<file path="src/rtl/mips_pkg.sv">
// Shared definitions for the MIPS fetch front end: FSM states, redirect priorities,
// default boot/exception vectors and the sequential PC increment.
package mips_pkg;

    typedef enum logic [1:0] {
        ST_BOOT,
        ST_IDLE,
        ST_WAIT
    } fetch_state_e;

    // Larger value wins when two redirects compete.
    typedef enum logic [2:0] {
        PRIO_NONE = 3'd0,
        PRIO_BR   = 3'd1,
        PRIO_JUMP = 3'd2,
        PRIO_JR   = 3'd3,
        PRIO_EXC  = 3'd4
    } redir_prio_e;

    localparam logic [31:0] DEF_RESET_VECTOR = 32'hBFC0_0000;
    localparam logic [31:0] DEF_EXC_VECTOR   = 32'hBFC0_0380;
    localparam logic [31:0] PC_INC           = 32'd4;

endpackage

</file>
<file path="src/rtl/pc_fetch_sequencer_next_pc_sel.sv">
// Combinational next-PC source selection: priority mux, J-target build, JR alignment
// check and the pc+4 link adder.
module next_pc_sel
    import mips_pkg::*;
#(
    parameter logic [31:0] EXC_VECTOR = DEF_EXC_VECTOR
) (
    input  logic [31:0] pc_i,
    input  logic        exc_i,
    input  logic        jr_i,
    input  logic [31:0] jr_target_i,
    input  logic        jump_i,
    input  logic [25:0] instr_index_i,
    input  logic        br_taken_i,
    input  logic [31:0] br_target_i,
    output logic [31:0] pc_plus4_o,
    output logic        redir_o,
    output logic [2:0]  redir_prio_o,
    output logic [31:0] redir_target_o,
    output logic        misalign_o
);

    redir_prio_e prio;
    logic [31:0] j_target;

    assign pc_plus4_o = pc_i + PC_INC;
    assign j_target   = {pc_plus4_o[31:28], instr_index_i, 2'b00};

    always_comb begin
        prio           = PRIO_NONE;
        redir_target_o = pc_plus4_o;
        misalign_o     = 1'b0;
        if (exc_i) begin
            prio           = PRIO_EXC;
            redir_target_o = EXC_VECTOR;
        end else if (jr_i) begin
            prio           = PRIO_JR;
            misalign_o     = |jr_target_i[1:0];
            redir_target_o = misalign_o ? EXC_VECTOR : jr_target_i;
        end else if (jump_i) begin
            prio           = PRIO_JUMP;
            redir_target_o = j_target;
        end else if (br_taken_i) begin
            prio           = PRIO_BR;
            redir_target_o = br_target_i;
        end
    end

    assign redir_prio_o = prio;
    assign redir_o      = (prio != PRIO_NONE);

endmodule

</file>
<file path="src/rtl/pc_fetch_sequencer.sv">
// Program counter owner and instruction-fetch sequencer: BOOT/IDLE/WAIT fetch FSM with a
// req/ack handshake and a one-entry pending-redirect register for outstanding fetches.
module pc_fetch_sequencer
    import mips_pkg::*;
#(
    parameter logic [31:0] RESET_VECTOR = DEF_RESET_VECTOR,
    parameter logic [31:0] EXC_VECTOR   = DEF_EXC_VECTOR
) (
    input  logic        clk,
    input  logic        rst_n,
    input  logic        stall_i,
    input  logic        br_taken_i,
    input  logic [31:0] br_target_i,
    input  logic        jump_i,
    input  logic [25:0] instr_index_i,
    input  logic        jr_i,
    input  logic [31:0] jr_target_i,
    input  logic        exc_i,
    output logic        imem_req_o,
    output logic [31:0] imem_addr_o,
    input  logic        imem_ack_i,
    output logic        fetch_valid_o,
    output logic [31:0] pc_o,
    output logic [31:0] pc_plus4_o,
    output logic        redirect_o,
    output logic        misalign_o
);

    fetch_state_e state_q, state_d;
    logic [31:0]  pc_q, pc_d;
    logic         pend_valid_q, pend_valid_d;
    logic [2:0]   pend_prio_q, pend_prio_d;
    logic [31:0]  pend_target_q, pend_target_d;

    logic [31:0]  pc_plus4;
    logic         sel_redir;
    logic [2:0]   sel_prio;
    logic [31:0]  sel_target;
    logic         sel_misalign;
    logic         redir_live;
    logic         ack_live;
    logic         take_new;
    logic [31:0]  win_target;

    next_pc_sel #(.EXC_VECTOR(EXC_VECTOR)) u_next_pc_sel (
        .pc_i           (pc_q),
        .exc_i          (exc_i),
        .jr_i           (jr_i),
        .jr_target_i    (jr_target_i),
        .jump_i         (jump_i),
        .instr_index_i  (instr_index_i),
        .br_taken_i     (br_taken_i),
        .br_target_i    (br_target_i),
        .pc_plus4_o     (pc_plus4),
        .redir_o        (sel_redir),
        .redir_prio_o   (sel_prio),
        .redir_target_o (sel_target),
        .misalign_o     (sel_misalign)
    );

    // BOOT ignores redirects so the cycle after reset stays quiet.
    assign redir_live = sel_redir & (state_q != ST_BOOT);
    assign ack_live   = imem_ack_i & (state_q == ST_WAIT);
    assign take_new   = redir_live & (~pend_valid_q | (sel_prio >= pend_prio_q));
    assign win_target = take_new ? sel_target : pend_target_q;

    always_ff @(posedge clk or negedge rst_n) begin
        if (!rst_n) state_q <= ST_BOOT;
        else        state_q <= state_d;
    end

    always_ff @(posedge clk or negedge rst_n) begin
        if (!rst_n) begin
            pc_q          <= RESET_VECTOR;
            pend_valid_q  <= 1'b0;
            pend_prio_q   <= '0;
            pend_target_q <= '0;
        end else begin
            pc_q          <= pc_d;
            pend_valid_q  <= pend_valid_d;
            pend_prio_q   <= pend_prio_d;
            pend_target_q <= pend_target_d;
        end
    end

    always_comb begin
        state_d = state_q;
        unique case (state_q)
            ST_BOOT: state_d = ST_IDLE;
            ST_IDLE: if (!stall_i) state_d = ST_WAIT;
            ST_WAIT: if (ack_live && stall_i) state_d = ST_IDLE;
            default: state_d = ST_BOOT;
        endcase
    end

    // The fetch address is frozen while a request is outstanding; redirects wait in pend_*.
    always_comb begin
        pc_d          = pc_q;
        pend_valid_d  = pend_valid_q;
        pend_prio_d   = pend_prio_q;
        pend_target_d = pend_target_q;
        if (state_q == ST_IDLE) begin
            if (redir_live) pc_d = sel_target;
        end else if (state_q == ST_WAIT) begin
            if (ack_live) begin
                pc_d         = (pend_valid_q | redir_live) ? win_target : pc_plus4;
                pend_valid_d = 1'b0;
            end else if (take_new) begin
                pend_valid_d  = 1'b1;
                pend_prio_d   = sel_prio;
                pend_target_d = sel_target;
            end
        end
    end

    always_comb begin
        imem_req_o    = (state_q == ST_WAIT);
        imem_addr_o   = pc_q;
        pc_o          = pc_q;
        pc_plus4_o    = pc_plus4;
        fetch_valid_o = ack_live & ~(pend_valid_q | redir_live);
        redirect_o    = ((state_q == ST_IDLE) & redir_live) | (ack_live & (pend_valid_q | redir_live));
        misalign_o    = sel_misalign & (state_q != ST_BOOT);
    end

endmodule

</file>
<file path="config.mk">
export PLATFORM = sky130hd
export DESIGN_NAME = pc_fetch_sequencer
export DESIGN_NICKNAME = d
export VERILOG_FILES = /design/src/rtl/mips_pkg.sv /design/src/rtl/pc_fetch_sequencer_next_pc_sel.sv /design/src/rtl/pc_fetch_sequencer.sv
export SDC_FILE = /design/constraint.sdc
export NUM_CORES = 1
export LEC_CHECK = 0
export ABC_AREA = 1
export BUFFER_PORTS_ARGS = -buffer_cell sky130_fd_sc_hd__buf_2
export CORE_ASPECT_RATIO = 0.6
export CORE_MARGIN = 4
export CORE_UTILIZATION = 35
export CTS_CLUSTER_SIZE = 16
export DETAILED_ROUTE_END_ITERATION = 8
export GPL_TIMING_DRIVEN = 0
export PLACE_DENSITY_LB_ADDON = 0.15
export SLEW_MARGIN = 30
export SYNTH_ARGS = -nofsm -noshare
export SYNTH_HDL_FRONTEND = slang
export SYNTH_SLANG_ARGS = --single-unit
</file>
<file path="constraint.sdc">
create_clock -name clk -period 1.6 [get_ports clk]
set_input_delay 0.08 -clock clk [delete_from_list [all_inputs] [get_ports clk]]
set_output_delay 0.08 -clock clk [all_outputs]
set_load 0.01 [all_outputs]
</file>
==> results of run 1 <==
[layout make-up]
| cell class | count | share of cell area [%] |
|---|---|---|
| Clock buffer | 12 | 2.26 |
| Multi-Input combinational cell | 744 | 43.8 |
| Clock inverter | 4 | 0.642 |
| Timing Repair Buffer | 338 | 23.1 |
| Timing Repair inverter | 1 | 0.103 |
| Tap cell | 228 | 2.61 |
| Buffer | 77 | 7.33 |
| Inverter | 98 | 3.88 |
| Sequential cell | 70 | 16.3 |
[power groups by stage]
stage	combinational, µW	clock [µW]	sequential [µW]
2_1_floorplan	6420	0	3550
3_3_place_gp	9910	0	3640
3_5_place_dp	10000	0	3660
4_1_cts	14900	2220	3550
5_1_grt	18400	2300	3770
6_report	17500	2240	3680
[what timing repair did]
action                                  CTS  global route
endpoints found under the setup margin   99           101
hold buffers                              1             0
pin swaps                                85            84
buffers inserted                         94            46
gates cloned                              9             3
resized for setup                       309           181
endpoints found under the hold margin    26             0
[metrics by stage]
stage               hold slack (ps)  TNS, ps
detailed placement             32.3   -50580
global placement                458   -52710
global route                    164   -39770
CTS                             123   -28200
floorplan                      -216    -6900
finish                          127   -33320
[cells by family after synthesis]
kind of cell	synth area share, %
simple gates	38.7
buf+inv	14.1
compound gates	14.4
flops	29.3
xor+xnor	2.04
fa+ha+maj	1.45
[metal layers]
metal	track usage, %	vias up	share of wire (%)
met1	41.8	3980	41
met5	0	-	0
met3	11.6	60	13
met2	44.7	528	43
li1	-	3818	-
met4	7.39	0	2.6
[registers in the layout (all words and copies together), names as in the netlist]
signal / cells
pend_valid_q: 1
imem_addr_o: 32
pend_target_q: 32
state_q: 2
pend_prio_q: 3
[critical path: cells and delay by family (launching register included)]
family / cells / cell delay [ps]
buf+inv: 2 / 250
fa+ha+maj: 1 / 170
flops: 1 / 410
simple gates: 8 / 920
compound gates: 3 / 230
[synthesized netlist by cell type, types with 3 or more instances]
cell type / number / area share (%)
clkbuf_1: 21 / 1.3
buf_6: 4 / 0.75
nor2_4: 6 / 1.1
nand3_1: 64 / 5.3
nand3b_1: 5 / 0.62
dfstp_2: 9 / 3.9
buf_2: 16 / 1.3
xor2_1: 8 / 1.2
nor2_2: 3 / 0.31
o21ai_1: 24 / 2.0
nand2_1: 404 / 25
o21ai_0: 77 / 6.4
a21oi_1: 21 / 1.7
xnor2_1: 6 / 0.87
inv_2: 7 / 0.44
and2_1: 4 / 0.42
o211ai_1: 4 / 0.50
buf_4: 35 / 4.4
inv_1: 91 / 5.7
ha_1: 7 / 1.5
dfrtp_1: 61 / 25
nand2_2: 3 / 0.31
a22o_1: 8 / 1.2
nor2_1: 64 / 4.0
o22ai_1: 16 / 1.7
nor3_1: 7 / 0.58
[worst paths after layout]
| check | start | endpoint | cells after the start |
|---|---|---|---|
| hold reg to reg | pend_target_q[16] | pend_target_q[16] | 2 |
| setup / recovery | imem_addr_o[3] | imem_addr_o[14] | 14 |
| max in group asynchronous | rst_n | imem_addr_o[31] | 3 |
| setup reg to reg | imem_addr_o[3] | imem_addr_o[14] | 14 |
| min in group asynchronous | rst_n | imem_addr_o[7] | 2 |
| hold / removal | jr_target_i[13] | pend_target_q[13] | 5 |
==> report_table.html, run 1 <==
<table>
<tr><th>Metric</th><th>Value</th></tr>
<tr><th colspan="2">GRT</th></tr>
<tr><td>All-Layer GR Usage</td><td>30.2%</td></tr>
<tr><td>Pin count of the biggest net entering global routing</td><td>45</td></tr>
<tr><td>Number of global-route vias before repair</td><td>between 7000 and 8000</td></tr>
<tr><td>First-pass GRT wire length</td><td>between 40 and 50 mm</td></tr>
<tr><td>Overall overflow remaining after global route</td><td>0</td></tr>
<tr><td>Number of antenna violations at the first check in global routing</td><td>0</td></tr>
<tr><th colspan="2">Clock network</th></tr>
<tr><td>Clk buf depth</td><td>2</td></tr>
<tr><td>Latest clock arrival within the worst-skew pair</td><td>about 350 ps</td></tr>
<tr><td>Clock tree from TritonCTS</td><td>built</td></tr>
<tr><td>Number of CTS-inserted buffers</td><td>9</td></tr>
<tr><td>Clock tree root driver cell</td><td>clkbuf_16</td></tr>
<tr><td>H-tree Lvls</td><td>3</td></tr>
<tr><td>Count of clock tree sinks</td><td>70</td></tr>
<tr><td>Clock-pin transition on the worst setup and hold timing paths</td><td>around 60 ps</td></tr>
<tr><th colspan="2">Yosys</th></tr>
<tr><td>Distinct cells, synth</td><td>40</td></tr>
<tr><td>Netlist Area Pre-Place</td><td>0.00602 mm²</td></tr>
<tr><td>Top_reg_cell synth</td><td>dfrtp_1</td></tr>
<tr><td>Cell count after synthesis</td><td>approximately 1000</td></tr>
<tr><td>Post-synthesis async set-or-reset flop share</td><td>between 90% and 100%</td></tr>
<tr><td>Avg Cell Area, Syn</td><td>6.08 µm²</td></tr>
<tr><td>Part of the Yosys area used for sequential elements</td><td>approximately 29%</td></tr>
<tr><td>EDFF count, synth</td><td>0</td></tr>
<tr><td>Mapped Nets</td><td>1096</td></tr>
<tr><td>Number of warning messages in the yosys log</td><td>0</td></tr>
<tr><td>Flops &amp; latches, synth</td><td>70</td></tr>
<tr><th colspan="2">Route</th></tr>
<tr><td>Total wire length after detailed routing</td><td>about 32 mm</td></tr>
<tr><td>Number of DRC violations after detailed routing</td><td>0</td></tr>
<tr><td>Routed length per instance</td><td>slightly above 20 µm</td></tr>
<tr><td>Mean number of vias per cell</td><td>5.33</td></tr>
<tr><td>Antenna Violating Nets Remaining</td><td>0</td></tr>
<tr><td>Total via count in the routed design</td><td>8386</td></tr>
<tr><td>Count of TritonRoute iterations in the first routing pass</td><td>5</td></tr>
<tr><td>Number of DRC markers after the initial detailed-route iteration</td><td>~880</td></tr>
<tr><th colspan="2">Timing</th></tr>
<tr><td>Fin crit share</td><td>131%</td></tr>
<tr><td>Total of endpoints with negative setup slack in the final report</td><td>a little under 100</td></tr>
<tr><td>Max Clock Freq</td><td>around 0.48 GHz</td></tr>
<tr><td>Max transition margin</td><td>about two fifths</td></tr>
<tr><td>Worst Skew</td><td>between 6 and 7 ps</td></tr>
<tr><td>Unrepaired setup endpoints after global routing</td><td>yes</td></tr>
<tr><td>Transition time of the tightest slew-check pin</td><td>between 800 and 900 ps</td></tr>
<tr><td>Max-slew violations</td><td>0</td></tr>
<tr><td>Hold violation total from the final report</td><td>0</td></tr>
<tr><td>Post-route setup slack</td><td>-499 ps</td></tr>
<tr><td>Minimum clock period after layout</td><td>2100 ps</td></tr>
<tr><th colspan="2">Power and ir drop</th></tr>
<tr><td>Internal power</td><td>roughly 12000 µW</td></tr>
<tr><td>IR drop worst, VDD</td><td>1050 µV</td></tr>
<tr><td>Total power</td><td>23400 µW</td></tr>
<tr><td>Reported net switching power</td><td>roughly 11000 µW</td></tr>
<tr><td>Logic pwr share</td><td>about 75%</td></tr>
<tr><td>LEAKAGE</td><td>~0.0055 µW</td></tr>
<tr><td>PwrDens</td><td>2140 mW/mm²</td></tr>
<tr><td>Share of total power in sequential cells</td><td>~16%</td></tr>
<tr><td>Clk pwr share</td><td>a little under a tenth</td></tr>
<tr><td>Switching share of power</td><td>48.1%</td></tr>
<tr><th colspan="2">Final layout</th></tr>
<tr><td>Antenna cell count</td><td>0</td></tr>
<tr><td>Most common library cell in the layout ignoring fill and taps</td><td>nand2_1</td></tr>
<tr><td>Final Core Density</td><td>between 60% and 70%</td></tr>
<tr><td>Leading cell types in the layout, fill and taps excluded</td><td>304 x nand2_1, 176 x buf_2, 131 x buf_4</td></tr>
<tr><td>Sequential cell area</td><td>roughly 0.0018 mm²</td></tr>
<tr><td>Area of combinational cells with multiple inputs</td><td>roughly 0.0048 mm²</td></tr>
<tr><td>Final Cell Area</td><td>about 0.011 mm²</td></tr>
<tr><td>Final Non-Filler Cells</td><td>around 1600</td></tr>
<tr><td>Area Overhead vs Synth</td><td>81.2%</td></tr>
<tr><td>Nets@finish</td><td>~1400</td></tr>
<tr><td>Proportion of layout cells with a drive suffix above 1</td><td>between 50% and 60%</td></tr>
<tr><td>Filler instances</td><td>approximately 1400</td></tr>
<tr><th colspan="2">Placement</th></tr>
<tr><td>Cell area after placement</td><td>roughly 0.0076 mm²</td></tr>
<tr><td>Post-DP HPWL</td><td>~20 mm</td></tr>
<tr><td>Worst slack at placement</td><td>-848 ps</td></tr>
<tr><td>Routability Congestion</td><td>~1</td></tr>
<tr><td>Count of input and output buffers</td><td>196</td></tr>
<tr><td>Placed cells</td><td>between 1000 and 1500</td></tr>
<tr><th colspan="2">Setup path</th></tr>
<tr><td>Arr. time, crit path</td><td>2330 ps</td></tr>
<tr><td>Crit-path cells</td><td>ha_4 -&gt; nand2_4 -&gt; nor2_4 -&gt; buf_6 -&gt; buf_4 -&gt; nand3_2 -&gt; nand2_2 -&gt; nand2_4 -&gt; nor2_1 -&gt; o21ai_0 -&gt; nand2_1 -&gt; o21ai_2 -&gt; nand2_2 -&gt; o21ai_2</td></tr>
<tr><td>Cell with the largest stage delay on the worst path</td><td>dfrtp_2</td></tr>
<tr><td>CP endpoint kind</td><td>flip-flop</td></tr>
<tr><td>Startpoint kind of the worst setup timing path</td><td>flip-flop</td></tr>
<tr><td>Flop-to-flop setup slack</td><td>-500 ps</td></tr>
<tr><td>Data required time at the worst endpoint</td><td>between 1500 and 2000 ps</td></tr>
<tr><td>WS Path Type</td><td>reg -&gt; reg</td></tr>
<tr><td>Highest cell delay on the worst timing path</td><td>410 ps</td></tr>
<tr><td>Largest fanout of any net on the critical path</td><td>5</td></tr>
<tr><th colspan="2">Outcome</th></tr>
<tr><td>Violations in the final reports</td><td>negative setup slack</td></tr>
<tr><td>Outcome</td><td>finished with violations</td></tr>
<tr><th colspan="2">Floorplan</th></tr>
<tr><td>Die span in x</td><td>roughly 180 µm</td></tr>
<tr><td>Boundary Pins</td><td>roughly 200</td></tr>
<tr><td>Full die area</td><td>between 0.015 and 0.02 mm²</td></tr>
<tr><td>Effective utilization at floorplan</td><td>a little over a third</td></tr>
<tr><td>Row count</td><td>36</td></tr>
<tr><td>Die Y-Extent</td><td>110 µm</td></tr>
<tr><td>Placeable Area</td><td>0.0165 mm²</td></tr>
<tr><th colspan="2">Min path</th></tr>
<tr><td>Worst hold path type</td><td>in -&gt; reg</td></tr>
<tr><th colspan="2">Flow run</th></tr>
<tr><td>Max cap viols</td><td>0</td></tr>
</table>
Power figures use the tool's default switching activity.
==> run 2, diff against run 1 <==
- CAP_MARGIN: default -> 20
- CTS_BUF_LIST: default -> sky130_fd_sc_hd__clkbuf_2
==> report_table.html, run 2 (synthesized netlist as in run 1, its figures left out) <==
<table>
<tr><th>Metric</th><th>Value</th></tr>
<tr><th colspan="2">Floorplan</th></tr>
<tr><td>Boundary Pins</td><td>198 (unchanged)</td></tr>
<tr><td>Placeable Area</td><td>0.0165 mm² (unchanged)</td></tr>
<tr><td>Die span in x</td><td>177 µm (unchanged)</td></tr>
<tr><td>Die Y-Extent</td><td>110 µm (unchanged)</td></tr>
<tr><td>Effective utilization at floorplan</td><td>36.4% (unchanged)</td></tr>
<tr><td>Full die area</td><td>0.0194 mm² (unchanged)</td></tr>
<tr><td>Row count</td><td>36 (unchanged)</td></tr>
<tr><th colspan="2">Power and ir drop</th></tr>
<tr><td>Total power</td><td>23800 µW (was 23400 µW)</td></tr>
<tr><td>PwrDens</td><td>2020 mW/mm² (was 2140 mW/mm²)</td></tr>
<tr><td>LEAKAGE</td><td>0.00581 µW (was 0.00550 µW)</td></tr>
<tr><td>IR drop worst, VDD</td><td>1110 µV (was 1050 µV)</td></tr>
<tr><th colspan="2">Setup path</th></tr>
<tr><td>CP endpoint kind</td><td>primary output (was flip-flop)</td></tr>
<tr><td>Largest fanout of any net on the critical path</td><td>4 (was 5)</td></tr>
<tr><td>Arr. time, crit path</td><td>2280 ps (was 2330 ps)</td></tr>
<tr><td>Highest cell delay on the worst timing path</td><td>630 ps (was 410 ps)</td></tr>
<tr><td>Data required time at the worst endpoint</td><td>1520 ps (was 1830 ps)</td></tr>
<tr><td>WP buf/inv</td><td>2 (unchanged)</td></tr>
<tr><td>Crit-path cells</td><td>nand2_1 -&gt; nor3_1 -&gt; nand2_2 -&gt; nor2_1 -&gt; nand2_1 -&gt; nand2_2 -&gt; and2_4 -&gt; inv_4 -&gt; buf_6 (was ha_4 -&gt; nand2_4 -&gt; nor2_4 -&gt; buf_6 -&gt; buf_4 -&gt; nand3_2 -&gt; nand2_2 -&gt; nand2_4 -&gt; nor2_1 -&gt; o21ai_0 -&gt; nand2_1 -&gt; o21ai_2 -&gt; nand2_2 -&gt; o21ai_2)</td></tr>
<tr><td>Worst reg-to-reg path cell count</td><td>14 (unchanged)</td></tr>
<tr><td>WS Path Type</td><td>reg -&gt; out (was reg -&gt; reg)</td></tr>
<tr><td>Cell with the largest stage delay on the worst path</td><td>dfstp_2 (was dfrtp_2)</td></tr>
<tr><td>Number of logic stages on the critical path including buffering</td><td>9 (was 14)</td></tr>
<tr><td>Startpoint kind of the worst setup timing path</td><td>flip-flop (unchanged)</td></tr>
<tr><td>Top delay family on crit path</td><td>simple AND/OR/NAND/NOR gates (unchanged)</td></tr>
<tr><th colspan="2">Route</th></tr>
<tr><td>Mean number of vias per cell</td><td>5.37 (was 5.33)</td></tr>
<tr><td>Total wire length after detailed routing</td><td>33.3 mm (was 31.9 mm)</td></tr>
<tr><td>Number of DRC violations after detailed routing</td><td>0 (unchanged)</td></tr>
<tr><td>Antenna Violating Nets Remaining</td><td>0 (unchanged)</td></tr>
<tr><td>Total via count in the routed design</td><td>8790 (was 8386)</td></tr>
<tr><td>Number of DRC markers after the initial detailed-route iteration</td><td>1002 (was 878)</td></tr>
<tr><td>Count of TritonRoute iterations in the first routing pass</td><td>6 (was 5)</td></tr>
<tr><td>Routed length per instance</td><td>20.4 µm (was 20.3 µm)</td></tr>
<tr><th colspan="2">GRT</th></tr>
<tr><td>First-pass GRT wire length</td><td>44.7 mm (was 44.2 mm)</td></tr>
<tr><td>Number of antenna violations at the first check in global routing</td><td>0 (unchanged)</td></tr>
<tr><td>Number of global-route vias before repair</td><td>7649 (was 7656)</td></tr>
<tr><td>Overall overflow remaining after global route</td><td>0 (unchanged)</td></tr>
<tr><td>All-Layer GR Usage</td><td>30.5% (was 30.2%)</td></tr>
<tr><td>Pin count of the biggest net entering global routing</td><td>45 (unchanged)</td></tr>
<tr><th colspan="2">Clock network</th></tr>
<tr><td>Clock tree root driver cell</td><td>clkbuf_2 (was clkbuf_16)</td></tr>
<tr><td>Clock-pin transition on the worst setup and hold timing paths</td><td>230 ps (was 60 ps)</td></tr>
<tr><td>Clock tree from TritonCTS</td><td>built (unchanged)</td></tr>
<tr><td>Number of CTS-inserted buffers</td><td>9 (unchanged)</td></tr>
<tr><td>H-tree Lvls</td><td>3 (unchanged)</td></tr>
<tr><td>Count of clock tree sinks</td><td>70 (unchanged)</td></tr>
<tr><td>Latest clock arrival within the worst-skew pair</td><td>590 ps (was 350 ps)</td></tr>
<tr><td>Clk buf depth</td><td>2 (unchanged)</td></tr>
<tr><th colspan="2">Final layout</th></tr>
<tr><td>Antenna cell count</td><td>0 (unchanged)</td></tr>
<tr><td>Proportion of layout cells with a drive suffix above 1</td><td>57.0% (was 53.5%)</td></tr>
<tr><td>Filler instances</td><td>1296 (was 1394)</td></tr>
<tr><td>Leading cell types in the layout, fill and taps excluded</td><td>262 x nand2_1, 162 x buf_2, 117 x nand2_2 (was 304 x nand2_1, 176 x buf_2, 131 x buf_4)</td></tr>
<tr><td>Final Core Density</td><td>71.1% (was 66.0%)</td></tr>
<tr><td>Sequential cell area</td><td>0.00178 mm² (unchanged)</td></tr>
<tr><td>Nets@finish</td><td>1508 (was 1444)</td></tr>
<tr><td>Final Non-Filler Cells</td><td>1636 (was 1572)</td></tr>
<tr><td>Area Overhead vs Synth</td><td>95.3% (was 81.2%)</td></tr>
<tr><td>Area of combinational cells with multiple inputs</td><td>0.00494 mm² (was 0.00477 mm²)</td></tr>
<tr><td>Most common library cell in the layout ignoring fill and taps</td><td>nand2_1 (unchanged)</td></tr>
<tr><th colspan="2">Timing</th></tr>
<tr><td>Hold violation total from the final report</td><td>1 (was 0)</td></tr>
<tr><td>Post-route setup slack</td><td>-758 ps (was -499 ps)</td></tr>
<tr><td>Transition time of the tightest slew-check pin</td><td>946 ps (was 887 ps)</td></tr>
<tr><td>Unrepaired setup endpoints after global routing</td><td>yes (unchanged)</td></tr>
<tr><td>Minimum clock period after layout</td><td>2360 ps (was 2100 ps)</td></tr>
<tr><td>Final sum of negative setup slack</td><td>-48980 ps (was -33320 ps)</td></tr>
<tr><td>Max Clock Freq</td><td>0.424 GHz (was 0.476 GHz)</td></tr>
<tr><td>Max-slew violations</td><td>0 (unchanged)</td></tr>
<tr><td>Fin crit share</td><td>147% (was 131%)</td></tr>
<tr><td>Max transition margin</td><td>36.9% (was 40.1%)</td></tr>
<tr><td>Hold Slack</td><td>-15.1 ps (was 127 ps)</td></tr>
<tr><td>Worst Skew</td><td>42.8 ps (was 6.59 ps)</td></tr>
<tr><td>Total of endpoints with negative setup slack in the final report</td><td>111 (was 98)</td></tr>
<tr><th colspan="2">Outcome</th></tr>
<tr><td>Violations in the final reports</td><td>negative hold slack, negative setup slack (was negative setup slack)</td></tr>
<tr><td>Outcome</td><td>finished with violations (unchanged)</td></tr>
<tr><th colspan="2">Placement</th></tr>
<tr><td>Routability Congestion</td><td>0.985 (unchanged)</td></tr>
<tr><td>Placed cells</td><td>1416 (unchanged)</td></tr>
<tr><td>Count of input and output buffers</td><td>196 (unchanged)</td></tr>
<tr><td>Post-DP HPWL</td><td>20.6 mm (unchanged)</td></tr>
<tr><th colspan="2">Min path</th></tr>
<tr><td>Worst hold path type</td><td>in -&gt; reg (unchanged)</td></tr>
<tr><td>Hold Path Depth</td><td>4 (was 5)</td></tr>
<tr><th colspan="2">Flow run</th></tr>
<tr><td>Max cap viols</td><td>0 (unchanged)</td></tr>
</table>
run 2: cell types whose count changed in the layout (fill, tap and decap cells not counted), sizes merged:
cell          previous run  this run
dlygate4sd3              1        40
buf                    393       413
clkbuf                  33        36
clkinv                   2         4
dlymetal6s4s             0         1
inv                     99        98
run 2: path summary, 6_finish.rpt:
kind,from,endpoint,slack (ps)
max in group asynchronous,rst_n,imem_addr_o[5],1010
worst max register to register,imem_addr_o[13],imem_addr_o[18],-670
worst min-delay path,br_taken_i,pend_target_q[3],-20
min in group asynchronous,rst_n,imem_addr_o[22],50
worst max-delay path,imem_addr_o[28],pc_plus4_o[31],-760
worst min register to register,pend_target_q[1],pend_target_q[1],520
run 2: area by class of cell:
class / count / area share [%]
timing repair inverter: 1 / 0.0958
sequential: 70 / 15.2
buffer: 78 / 6.76
inverter: 98 / 3.67
clock inverter: 5 / 0.628
multi-input combinational: 744 / 42.0
tap: 228 / 2.43
timing repair buffer: 401 / 28.8
clock buffer: 11 / 0.468
run 2: routing by layer:
layer | track usage [%] | vias up | wire length (µm)
li1 | - | 3942 | -
met1 | 44.5 | 4202 | 14000
met2 | 46.1 | 563 | 14600
met3 | 7.90 | 83 | 3860
met4 | 5.63 | 0 | 806
met5 | 0 | - | 0
run 2: per-stage QoR:
| stage | instance area [µm²] | worst slack (ps) |
|---|---|---|
| 2_1_floorplan | 6250 | -160 |
| 3_3_place_gp | 7520 | -844 |
| 3_5_place_dp | 7550 | -848 |
| 4_1_cts | 10200 | -649 |
| 5_1_grt | 11800 | -865 |
| 6_report | 11800 | -758 |
run 2: worst register-to-register path, delay by kind of cell (launching register included):
kind | cells | cell delay [ps]
buffers and inverters | 2 | 290
and+or+nand+nor | 11 | 1140
xor gates and xnor gates | 1 | 290
DFF | 1 | 510
run 2: timing repair:
action,in CTS,in global routing
pin swaps,100,150
cloned,11,1
gates resized for setup,290,323
setup endpoints to repair,102,118
endpoints found under the hold margin,109,2
hold buffers,40,2
setup buffers,104,55
run 2: power breakdown:
part,switching (µW),internal [µW],total [µW]
Combinational,9900,8940,18800
Clock,751,520,1270
Sequential,950,2720,3670
Total,11600,12200,23800
